## config.mk

```make
export PLATFORM = sky130hd
export DESIGN_NAME = aes_round_sequencer_flat
export DESIGN_NICKNAME = d
export VERILOG_FILES = /design/src/rtl/aes_round_sequencer_pkg.sv /design/src/rtl/aes_round_sequencer_if.sv /design/src/rtl/aes_round_sequencer.sv /design/src/flat_wrapper.sv
export SDC_FILE = /design/constraint.sdc
export NUM_CORES = 1
export LEC_CHECK = 0
export CAP_MARGIN = 20
export CELL_PAD_IN_SITES_DETAIL_PLACEMENT = 1
export CELL_PAD_IN_SITES_GLOBAL_PLACEMENT = 2
export CORE_AREA = 4 4 303 305
export CTS_CLUSTER_SIZE = 30
export DETAILED_ROUTE_END_ITERATION = 8
export DIE_AREA = 0 0 307 309
export HOLD_SLACK_MARGIN = 0.08
export PLACE_DENSITY_LB_ADDON = 0.1
export SLEW_MARGIN = 10
export SYNTH_ARGS = -nofsm -noshare
export SYNTH_HDL_FRONTEND = slang
export SYNTH_SLANG_ARGS = --single-unit
export TNS_END_PERCENT = 100
```

## constraint.sdc

```tcl
create_clock -name clock -period 2.7 [get_ports clock]
set_input_delay 0.675 -clock clock [delete_from_list [all_inputs] [get_ports clock]]
set_output_delay 0.675 -clock clock [all_outputs]
set_load 0.05 [all_outputs]
```

## src/rtl/aes_round_sequencer_pkg.sv

```systemverilog
// Shared AES sequencer types: block/key words, FSM states,
// round counts per key size and the round-key index mapping.
package aes_round_sequencer_pkg;

   typedef logic [127:0] state_t;
   typedef logic [127:0] roundkey_t;

   typedef enum logic [1:0] {
      IDLE,
      ISSUE,
      WAIT,
      DONE
   } seq_state_t;

   localparam int AES128_ROUNDS = 10;
   localparam int AES192_ROUNDS = 12;
   localparam int AES256_ROUNDS = 14;

   // Decryption walks the key schedule from the top down.
   function automatic logic [3:0] key_index(
      input logic [3:0] rnd,
      input logic       dec,
      input logic [3:0] nr
   );
      return dec ? (nr - rnd) : rnd;
   endfunction

endpackage

```

## src/rtl/aes_round_sequencer_if.sv

```systemverilog
// Block-level valid/ready handshake between a client and the
// AES round sequencer.
interface aes_round_sequencer_if;
   import aes_round_sequencer_pkg::*;

   logic   in_valid;
   logic   in_ready;
   state_t in_data;
   logic   in_decrypt;
   logic   out_valid;
   logic   out_ready;
   state_t out_data;

   modport master (
      output in_valid, in_data, in_decrypt, out_ready,
      input  in_ready, out_valid, out_data
   );

   modport slave (
      input  in_valid, in_data, in_decrypt, out_ready,
      output in_ready, out_valid, out_data
   );

endinterface

```

## src/rtl/aes_round_sequencer.sv

```systemverilog
// Iterative AES controller: initial AddRoundKey, then one round
// per pass through an external shared round datapath.
module aes_round_sequencer
   import aes_round_sequencer_pkg::*;
#(
   parameter int NUM_ROUNDS = 10,
   parameter int DP_LATENCY = 1
) (
   input  logic                  clock,
   input  logic                  reset,
   aes_round_sequencer_if.slave  blk,
   output logic                  busy,
   output logic [3:0]            key_idx,
   input  roundkey_t             key_data,
   output state_t                dp_in,
   output roundkey_t             dp_key,
   output logic                  dp_inverse,
   output logic                  dp_final,
   input  state_t                dp_out
);

   localparam int RW = $clog2(NUM_ROUNDS + 1);
   localparam int WW = (DP_LATENCY > 1) ? $clog2(DP_LATENCY) : 1;
   localparam logic [RW-1:0] LAST  = RW'(NUM_ROUNDS);
   localparam logic [WW-1:0] WLOAD = WW'(DP_LATENCY - 1);
   localparam logic [3:0]    NR    = 4'(NUM_ROUNDS);

   seq_state_t    fsm, fsm_n;
   state_t        st, st_n;
   state_t        od, od_n;
   logic [RW-1:0] rnd, rnd_n;
   logic [WW-1:0] wcnt, wcnt_n;
   logic          mode, mode_n;
   logic          active;
   logic          last;

   always_ff @(posedge clock or negedge reset) begin
      if (!reset) begin
         fsm  <= IDLE;
         st   <= '0;
         od   <= '0;
         rnd  <= '0;
         wcnt <= '0;
         mode <= 1'b0;
      end else begin
         fsm  <= fsm_n;
         st   <= st_n;
         od   <= od_n;
         rnd  <= rnd_n;
         wcnt <= wcnt_n;
         mode <= mode_n;
      end
   end

   always_comb begin
      fsm_n  = fsm;
      st_n   = st;
      od_n   = od;
      rnd_n  = rnd;
      wcnt_n = wcnt;
      mode_n = mode;
      unique case (fsm)
         IDLE: begin
            if (blk.in_valid) begin
               mode_n = blk.in_decrypt;
               st_n   = blk.in_data ^ key_data;
               rnd_n  = RW'(1);
               fsm_n  = ISSUE;
            end
         end
         ISSUE: begin
            wcnt_n = WLOAD;
            fsm_n  = WAIT;
         end
         WAIT: begin
            if (wcnt == '0) begin
               st_n = dp_out;
               if (last) begin
                  od_n  = dp_out;
                  fsm_n = DONE;
               end else begin
                  rnd_n = rnd + RW'(1);
                  fsm_n = ISSUE;
               end
            end else begin
               wcnt_n = wcnt - WW'(1);
            end
         end
         DONE: begin
            if (blk.out_ready) fsm_n = IDLE;
         end
         default: fsm_n = IDLE;
      endcase
   end

   assign active = (fsm == ISSUE) || (fsm == WAIT);
   assign last   = (rnd == LAST);

   assign blk.in_ready  = (fsm == IDLE);
   assign blk.out_valid = (fsm == DONE);
   assign blk.out_data  = od;
   assign busy          = (fsm != IDLE);

   // In IDLE the index tracks the requested direction so the
   // whitening key is present on the accept edge.
   assign key_idx = (fsm == IDLE)
                  ? key_index(4'd0, blk.in_decrypt, NR)
                  : key_index(4'(rnd), mode, NR);

   assign dp_in      = st;
   assign dp_key     = key_data;
   assign dp_inverse = active & mode;
   assign dp_final   = active & last;

endmodule

```

## src/flat_wrapper.sv

```systemverilog
// flat-port wrapper written by rule: the top's interface ports become plain ports
module aes_round_sequencer_flat import aes_round_sequencer_pkg::*;
#(
   parameter int NUM_ROUNDS = 10,
   parameter int DP_LATENCY = 1
)
  (clock, reset, busy, key_idx, key_data, dp_in, dp_key, dp_inverse, dp_final, dp_out, blk_in_valid, blk_in_data, blk_in_decrypt, blk_out_ready, blk_in_ready, blk_out_valid, blk_out_data);
  aes_round_sequencer_if blk_i ();
  input  logic clock;
  input  logic reset;
  output logic busy;
  output logic [3:0] key_idx;
  input  roundkey_t key_data;
  output state_t dp_in;
  output roundkey_t dp_key;
  output logic dp_inverse;
  output logic dp_final;
  input  state_t dp_out;
  input wire logic [$bits(blk_i.in_valid)-1:0] blk_in_valid;
  input wire logic [$bits(blk_i.in_data)-1:0] blk_in_data;
  input wire logic [$bits(blk_i.in_decrypt)-1:0] blk_in_decrypt;
  input wire logic [$bits(blk_i.out_ready)-1:0] blk_out_ready;
  output wire logic [$bits(blk_i.in_ready)-1:0] blk_in_ready;
  output wire logic [$bits(blk_i.out_valid)-1:0] blk_out_valid;
  output wire logic [$bits(blk_i.out_data)-1:0] blk_out_data;
  assign blk_i.in_valid = blk_in_valid;
  assign blk_i.in_data = blk_in_data;
  assign blk_i.in_decrypt = blk_in_decrypt;
  assign blk_i.out_ready = blk_out_ready;
  assign blk_in_ready = blk_i.in_ready;
  assign blk_out_valid = blk_i.out_valid;
  assign blk_out_data = blk_i.out_data;
  aes_round_sequencer #(.NUM_ROUNDS(NUM_ROUNDS), .DP_LATENCY(DP_LATENCY)) u_core (.clock(clock), .reset(reset), .blk(blk_i), .busy(busy), .key_idx(key_idx), .key_data(key_data), .dp_in(dp_in), .dp_key(dp_key), .dp_inverse(dp_inverse), .dp_final(dp_final), .dp_out(dp_out));
endmodule
```

==> results of run 1 <==
## state kept, by name, summed over array words and instances (netlist names)
name                 flops
u_core.blk.out_data    128
u_core.dp_in           128
u_core.rnd               4
u_core.fsm               2
u_core.mode              1
## power breakdown
group	total (mW)	switching, mW	internal [mW]
clock	5.15	1.97	3.18
sequential	6.39	0.850	5.54
combinational	16.1	10.4	5.64
## area by class of cell
class / instances / area (sq um)
Fill cell: 9839 / 65030
Timing Repair Buffer: 812 / 9529
Sequential cell: 263 / 6583
Multi-Input combinational cell: 685 / 5383
Tap cell: 1176 / 1471
Clock buffer: 61 / 1221
Clock inverter: 8 / 67.56
Inverter: 6 / 26.28
Antenna cell: 3 / 7.507
## Yosys cell counts (all sizes together)
cell	count
nor2b	5
nand2	133
dfrtp	263
o2111ai	1
nor2	4
and2	1
mux2i	130
clkbuf	12
o21ai	131
o31ai	1
ha	5
and4	2
a41o	1
o31a	1
xor2	128
xnor2	1
nand4	1
nand3	1
a311oi	1
buf	175
inv	6
mux2	131
a2bb2oi	1
and3	1
nor3	3
nand3b	1
a21oi	1
## repair_timing
action                                  in CTS  in global routing
setup buffers                                1                  3
endpoints found under the setup margin       4                  4
resized for setup                            8                  5
pin swaps                                    1                  2
hold endpoints to repair                     7                  0
hold buffers                                 1                  0
## path summary, 6_finish.rpt
check	from	to	slack, ns	depth (start not counted)
worst max-delay path	u_core.fsm[1]	key_idx[3]	0.12	6
worst min-delay path	u_core.dp_in[96]	u_core.dp_in[96]	0.48	2
worst max register to register	u_core.fsm[0]	u_core.blk.out_data[17]	0.66	6
worst min register to register	u_core.dp_in[96]	u_core.dp_in[96]	0.48	2
max in group asynchronous	reset	u_core.rnd[3]	1.12	4
min in group asynchronous	reset	u_core.blk.out_data[113]	0.64	2
## cells by family after synthesis
family,synth area share
fa+ha+maj,0.004724
compound gates,0.05471
mux,0.2112
flops,0.4970
simple gates,0.04601
buf+inv,0.1011
xor+xnor,0.08532
## metrics by stage
stage	instance area (sq um)	setup TNS, ns	worst slack (ns)	hold WS, ns	util
4_1_cts	24250	0	0.001057	0.4821	0.2715
3_5_place_dp	22910	0	0.2971	0.4689	0.2565
3_3_place_gp	22910	0	0.3410	0.4629	0.2565
5_1_grt	24290	0	0.01066	0.4988	0.2719
6_report	24290	0	0.1164	0.4751	0.2719
2_1_floorplan	13250	-0.2210	-0.2210	0.3794	-
## per-layer routing
layer  vias up  GRT usage  part of all wire
met5         -          0           0.00064
met4         8    0.03248             0.021
li1       5059          -                 -
met3        67    0.05977              0.10
met1      5271     0.1395              0.36
met2       463     0.2367              0.51
## critical path, cell delays in order (launching register included)
cell     delay (ns)
dfrtp_2        0.43
inv_2          0.09
ha_4           0.19
nor2b_1        0.06
and4_4         0.21
nor3_4         0.23
buf_12         0.16
==> qor.csv, run 1 <==
metric;value;unit
synth_cell_types;31;
synth_area_leaders;dfrtp_1, mux2_2, mux2i_1, buf_4, xor2_1;
hold_violations;0;
layout_commonest_cell;clkdlybuf4s50_1;
grt_antenna_before_repair;7;
fp.dieH;309;um
fin_crit_sh;0.9569;
drc_errors;0;
layout_common_cells;clkdlybuf4s50_1, dfrtp_1, buf_12;
area_delta_synth_final;83.41;%
grt_pass1_wl;91.14;mm
wirelength;65.27;mm
setup_violations;0;
worstSetupPathType;register to output pin;
status;finished clean;
place.port_buffers;781;
first_iter_violations;215;
io_pins;782;
ys_seq_area_frac;0.4970;
slew_violations;0;
slew-limit-headroom;0.5648;
place_hpwl;52.42;mm
htreeDepth;2;
via_per_inst;3.606;
hp-class;register to register;
endpoint_kind;output pin;
fmax;387.1;MHz
p_per_area;1137;nW/um^2
crit_arrival;1.91;ns
grt_pass1_vias;12270;
grt_max_degree;113;
syn_inst;1141;
dieWidth;307;um
grt_overflow;0;
cts_tree;done;
synth_top_area_cell;dfrtp_1;
wl_per_cell;21.66;um
power;27.62;mW
syn_area;13240;sq um
leakage;9.964;nW
worstSkewPairLatency;0.54;ns
fin_skew;0.008719;ns
ir_drop;511.6;uV
grtUsageTotal;0.1311;
worstMarginPinSlew;0.6508;ns
rsz0062_at_grt;false;
synth_nets;1535;
path_clk_slew;0.06;ns
cts-root-buf;clkbuf_16;
cts_buffers;38;
cap_violations;0;
fin_nets;2200;
drive_gt1_frac;0.2038;
critPathRequiredTime;2.03;ns
start_util;0.1483;
avgSynthCellArea;11.61;sq um
synth_top_area_frac;0.4970;
ant_nets;0;
vias;10870;
first_pass_iters;4;
dieArea;94860;sq um
cts_sinks;263;
rows;110;
dp.cells;2937;
routabilityCongestion;0.7258;
post-route-min-period;2.584;ns
startpoint_type;register;
synth_warnings;0;
core;89320;sq um
crit_fanout;6;
ys_ff_latch;263;
stdcell_count;3014;
cts_buffer_depth;3;
(Power assumes the default switching activity.)
==> inputs of run 2 (changes only) <==
--- a/constraint.sdc
+++ b/constraint.sdc
@@ -3,2 +3,2 @@
 set_output_delay 0.675 -clock clock [all_outputs]
-set_load 0.05 [all_outputs]
+set_load 0.01 [all_outputs]
==> run 2 against run 1 <==
Against the previous run: count of clock-buffer cells in the layout down 1; non-clock buffer count grew 9; total power decreased by 20%; setup slack better by 0.018 ns; final cell count up 0.27%; sequential cell count unchanged; fmax is 0.68% higher; via count increased by 0.34%; utilization shrank 1.5 points; sequential power barely moved; sequential share of layout area is 1.6 points higher; largest power group unchanged.
==> qor.csv, run 2 (synthesis results as in run 1) <==
metric;value;unit;change
rows;110;;unchanged
reg2reg_to;u_core.dp_in[85];;was u_core.blk.out_data[17]
first_pass_iters;4;;unchanged
critPathRequiredTime;2.03;ns;about the same
drive_gt1_frac;0.1296;;was 0.2038
status;finished clean;;unchanged
cts_buffers;39;;was 38
r2r-start;u_core.fsm[0];;unchanged
cts_sinks;263;;unchanged
p_per_area;956.6;nW/um^2;was 1137 nW/um^2
routabilityCongestion;0.7521;;was 0.7258
slew_violations;0;;unchanged
grt_pass1_wl;91.07;mm;was 91.14 mm
fp.dieH;309;um;unchanged
first_iter_violations;302;;was 215
fin_nets;2210;;was 2200
worstSetupEndpoint;key_idx[3];;unchanged
final.setup.tns;0;ns;unchanged
slowest_delay;0.38;ns;was 0.43 ns
crit_fanout;5;;was 6
worstSetupPathType;register to output pin;;unchanged
worstMarginPinSlew;0.6983;ns;was 0.6508 ns
dieArea;94860;sq um;unchanged
cts_tree;done;;unchanged
worst-path-stages;6;;unchanged
fin_skew;0.01614;ns;was 0.008719 ns
via_per_inst;3.609;;was 3.606
slew-limit-headroom;0.5212;;was 0.5648
cts-root-buf;clkbuf_16;;unchanged
grt_pass1_vias;12390;;was 12270
fin_crit_sh;0.9504;;was 0.9569
area_delta_synth_final;73.35;%;was 83.41%
r2r_slack;0.28;ns;was 0.66 ns
crit_family;simple AND/OR/NAND/NOR gates;;unchanged
fin_hold_ws;0.08392;ns;was 0.4751 ns
path_clk_slew;0.06;ns;about the same
critPathSlowestCell;dfrtp_1;;was dfrtp_2
post-route-min-period;2.566;ns;was 2.584 ns
utilization;0.2570;;was 0.2719
dieWidth;307;um;unchanged
crit_buf_inv;2;;unchanged
crit_start;u_core.fsm[0];;was u_core.fsm[1]
dp.cells;2948;;was 2937
core;89320;sq um;unchanged
stdcell_count;3022;;was 3014
grt_antenna_before_repair;8;;was 7
ir_drop;674.0;uV;was 511.6 uV
drc_errors;0;;unchanged
setup_violations;0;;unchanged
grt_overflow;0;;unchanged
vias;10910;;was 10870
worstSkewPairLatency;0.55;ns;was 0.54 ns
cts_hold_buf;0;;was 1
ant_nets;0;;unchanged
grt_max_degree;73;;was 113
cap_violations;0;;unchanged
wirelength;65.00;mm;was 65.27 mm
layout_common_cells;clkdlybuf4s50_1, dfrtp_1, nand2_1;;was clkdlybuf4s50_1, dfrtp_1, buf_12
cts_buffer_depth;3;;unchanged
rsz0062_at_grt;false;;unchanged
hp-class;primary input to async pin;;was register to register
fmax;389.7;MHz;was 387.1 MHz
place.port_buffers;781;;unchanged
hold_violations;0;;unchanged
startpoint_type;register;;unchanged
io_pins;782;;unchanged
start_util;0.1483;;unchanged
htreeDepth;2;;unchanged
crit_arrival;1.89;ns;was 1.91 ns
endpoint_kind;output pin;;unchanged
leakage;9.262;nW;was 9.964 nW
place_hpwl;51.30;mm;was 52.42 mm
r2r_cells;7;;was 6
layout_commonest_cell;clkdlybuf4s50_1;;unchanged
grtUsageTotal;0.1307;;was 0.1311
wl_per_cell;21.51;um;was 21.66 um
path_cells;inv_1, ha_4, nor2b_1, and4_1, nor3_2, clkdlybuf4s15_2;;was inv_2, ha_4, nor2b_1, and4_4, nor3_4, buf_12
==> run 2: cell count changes in the layout (fill, tap and decap cells not counted), sizes merged <==
cell,before,now
dlygate4sd2,0,5
diode,3,2
dlygate4sd3,1,0
clkdlybuf4s15,0,2
clkinvlp,2,1
inv,5,9
buf,168,41
clkdlybuf4s50,643,772
clkinv,6,4
==> run 2: metal layers <==
metal | part of all wire | GRT usage
met1 | 0.37 | 0.1404
met2 | 0.52 | 0.2401
met3 | 0.097 | 0.05600
met4 | 0.015 | 0.02660
met5 | 0.0012 | 0
==> run 2: how the worst min path moves through the flow <==
stage	to	slack [ns]	cells past startpoint
after floorplan	u_core.blk.out_data[0]	0.38	0
after global placement	u_core.dp_in[5]	0.46	2
after detailed placement	u_core.dp_in[81]	0.47	2
after CTS	u_core.blk.out_data[110]	0.1	1
after global routing	u_core.blk.out_data[109]	0.09	1
final	u_core.blk.out_data[110]	0.08	1
==> run 2: what timing repair did <==
action                     CTS  global route
resized for setup           16             3
buffers inserted             3             0
setup endpoints to repair    8             3
gates cloned                 0             0
==> run 2: worst register-to-register path: stages, from the launching register on <==
cell and delay, ns:
dfrtp_1 0.38, inv_1 0.13, buf_4 0.15, ha_4 0.21
buf_12 0.35, mux2i_1 0.79, buf_4 0.23, o21ai_0 0.07
==> run 2: final cells by class <==
| type | instances | area (sq um) |
|---|---|---|
| fillers | 9961 | 66370 |
| repair buffers | 821 | 8288 |
| flip-flops and latches | 263 | 6584 |
| multi-input cells | 685 | 5356 |
| well taps | 1176 | 1471 |
| clock buffers | 60 | 1145 |
| clock inverters | 9 | 83.83 |
| inverters | 6 | 22.52 |
| diodes | 2 | 5.005 |
==> run 2: where the power goes <==
group / switching [mW] / internal [mW]
Combinational: 5.19 / 5.42
Sequential: 0.818 / 5.54
Clock: 1.98 / 3.01
Total: 7.99 / 14.0
==> run 2: metrics by stage <==
step | power (mW) | area, sq um | setup slack (ns)
final | 21.96 | 22960 | 0.1339
after global routing | 23.59 | 22950 | 0.001215
after CTS | 22.67 | 22940 | 0.0006908
after detailed placement | 17.38 | 21690 | -0.1181
after global placement | 17.27 | 21690 | -0.05776
after floorplan | 10.92 | 13240 | 0.6990
==> inputs of run 3 (changes only) <==
PLACE_DENSITY = 0.61   (was unset)
PLACE_DENSITY_LB_ADDON = unset   (was 0.1)
==> run 3 against run 2 <==
Against the previous run: critical path depth is the same; critical endpoint unchanged; via count grew 0.17%; largest cell class unchanged; highest routed layer is now met4; total power shrank 0.83%.
==> qor.csv, run 3 (synthesis results as in run 1) <==
metric;value;unit;change
status;finished clean;;unchanged
via_per_inst;3.607;;was 3.609
fin_skew;0.01777;ns;was 0.01614 ns
endpoint_kind;output pin;;unchanged
dieWidth;307;um;unchanged
r2r_cells;7;;unchanged
post-route-min-period;2.625;ns;was 2.566 ns
place_hpwl;47.19;mm;was 51.30 mm
path_cells;inv_1, ha_4, buf_4, a311oi_2, nor3_1, clkdlybuf4s15_1;;was inv_1, ha_4, nor2b_1, and4_1, nor3_2, clkdlybuf4s15_2
cts_sinks;263;;unchanged
wirelength;58.98;mm;was 65.00 mm
layout_commonest_cell;clkdlybuf4s50_1;;unchanged
setup_ws;0.07522;ns;was 0.1339 ns
grt_max_degree;59;;was 73
grt_pass1_vias;12600;;was 12390
startpoint_type;register;;unchanged
ir_drop;415.5;uV;was 674.0 uV
path_clk_slew;0.06;ns;about the same
grt_antenna_before_repair;5;;was 8
start_util;0.1483;;unchanged
htreeDepth;2;;unchanged
dp.cells;2961;;was 2948
cts_hold_buf;0;;unchanged
leakage;9.312;nW;was 9.262 nW
setup_violations;0;;unchanged
place.port_buffers;781;;unchanged
core;89320;sq um;unchanged
crit_arrival;1.95;ns;was 1.89 ns
grt_pass1_wl;84.72;mm;was 91.07 mm
final.setup.tns;0;ns;unchanged
cap_violations;0;;unchanged
fin_nets;2219;;was 2210
vias;10920;;was 10910
fin_hold_ws;0.09533;ns;was 0.08392 ns
area_delta_synth_final;73.99;%;was 73.35%
cts-root-buf;clkbuf_16;;unchanged
hp-class;primary input to async pin;;unchanged
first_iter_violations;310;;was 302
worstSetupPathType;register to output pin;;unchanged
fin_crit_sh;0.9721;;was 0.9504
first_pass_iters;4;;unchanged
layout_common_cells;clkdlybuf4s50_1, dfrtp_1, nand2_1;;unchanged
routabilityCongestion;0.8172;;was 0.7521
fmax;381.0;MHz;was 389.7 MHz
worstMarginPinSlew;0.6122;ns;was 0.6983 ns
rsz0062_at_grt;true;;was false
rows;110;;unchanged
critPathSlowestCell;dfrtp_1;;unchanged
p_per_area;945.2;nW/um^2;was 956.6 nW/um^2
slew_violations;0;;unchanged
hold_violations;0;;unchanged
slew-limit-headroom;0.5802;;was 0.5212
critPathRequiredTime;2.03;ns;about the same
drive_gt1_frac;0.1342;;was 0.1296
grtUsageTotal;0.1178;;was 0.1307
stdcell_count;3028;;was 3022
cts_buffers;37;;was 39
grt_overflow;0;;unchanged
cts_buffer_depth;3;;unchanged
dieArea;94860;sq um;unchanged
worstSkewPairLatency;0.54;ns;was 0.55 ns
crit_fanout;6;;was 5
fp.dieH;309;um;unchanged
drc_errors;0;;unchanged
slowest_delay;0.38;ns;about the same
wl_per_cell;19.48;um;was 21.51 um
ant_nets;0;;unchanged
cts_tree;done;;unchanged
io_pins;782;;unchanged
place_ws;-0.1007;ns;was -0.1181 ns
run 3: cell types whose count changed in the layout (fill, tap and decap cells not counted), moves of 2 or more:
cell and change:
bufinv_16 +3, buf_4 +12, clkbuf_1 -5, inv_6 -2, clkbuf_8 -7, diode_2 +2
clkinv_2 +3
run 3: power breakdown:
part,switching [mW],internal [mW]
logic,4.92,5.48
clock network,1.91,3.06
registers,0.875,5.54
run 3: cell type report:
cell class              instances  area [sq um]
diodes                          4         10.01
clock buffers                  48          1030
clock inverters                14         180.2
fillers                     10050         66280
inverters                       6         22.52
multi-input cells             685          5383
flip-flops and latches        263          6583
well taps                    1176          1471
repair buffers                832          8362
run 3: worst paths after layout:
path                                      start                       to  slack, ns
worst max-delay path              u_core.fsm[0]               key_idx[3]       0.08
worst min-delay path                      reset  u_core.blk.out_data[46]        0.1
worst max register to register    u_core.fsm[0]  u_core.blk.out_data[85]       0.30
worst min register to register  u_core.dp_in[8]          u_core.dp_in[8]       0.48
max in group asynchronous                 reset          u_core.dp_in[5]       1.85
min in group clock              u_core.dp_in[8]          u_core.dp_in[8]       0.48
run 3: metrics by stage:
stage | utilization | area [sq um] | total power [mW]
6_report | 0.2579 | 23040 | 21.78
5_1_grt | 0.2579 | 23030 | 23.31
4_1_cts | 0.2575 | 23000 | 22.32
3_5_place_dp | 0.2437 | 21770 | 17.11
3_3_place_gp | 0.2437 | 21770 | 16.90
2_1_floorplan | - | 13240 | 10.92
run 3: critical path: cells and delay by family, from the launching register on:
| family | cells | cell delay [ns] |
|---|---|---|
| AND/OR/NAND/NOR | 1 | 0.22 |
| flip-flops | 1 | 0.38 |
| adder cells (fa/ha/maj) | 1 | 0.19 |
| AO/OA/AOI/OAI | 1 | 0.06 |
| buffers and inverters | 3 | 0.57 |
run 3: what timing repair did:
| action | in CTS | in global routing |
|---|---|---|
| endpoints found under the setup margin | 8 | 2 |
| buffers inserted | 0 | 1 |
| resized for setup | 15 | 3 |
| pin swaps | 1 | 0 |
| endpoints found under the hold margin | 0 | 0 |
run 3: per-layer routing:
layer,track usage,up-vias,part of all wire
met5,0,-,0
met4,0.02681,0,0.016
met3,0.04375,52,0.085
met2,0.2191,455,0.52
met1,0.1273,5317,0.37
li1,-,5099,-
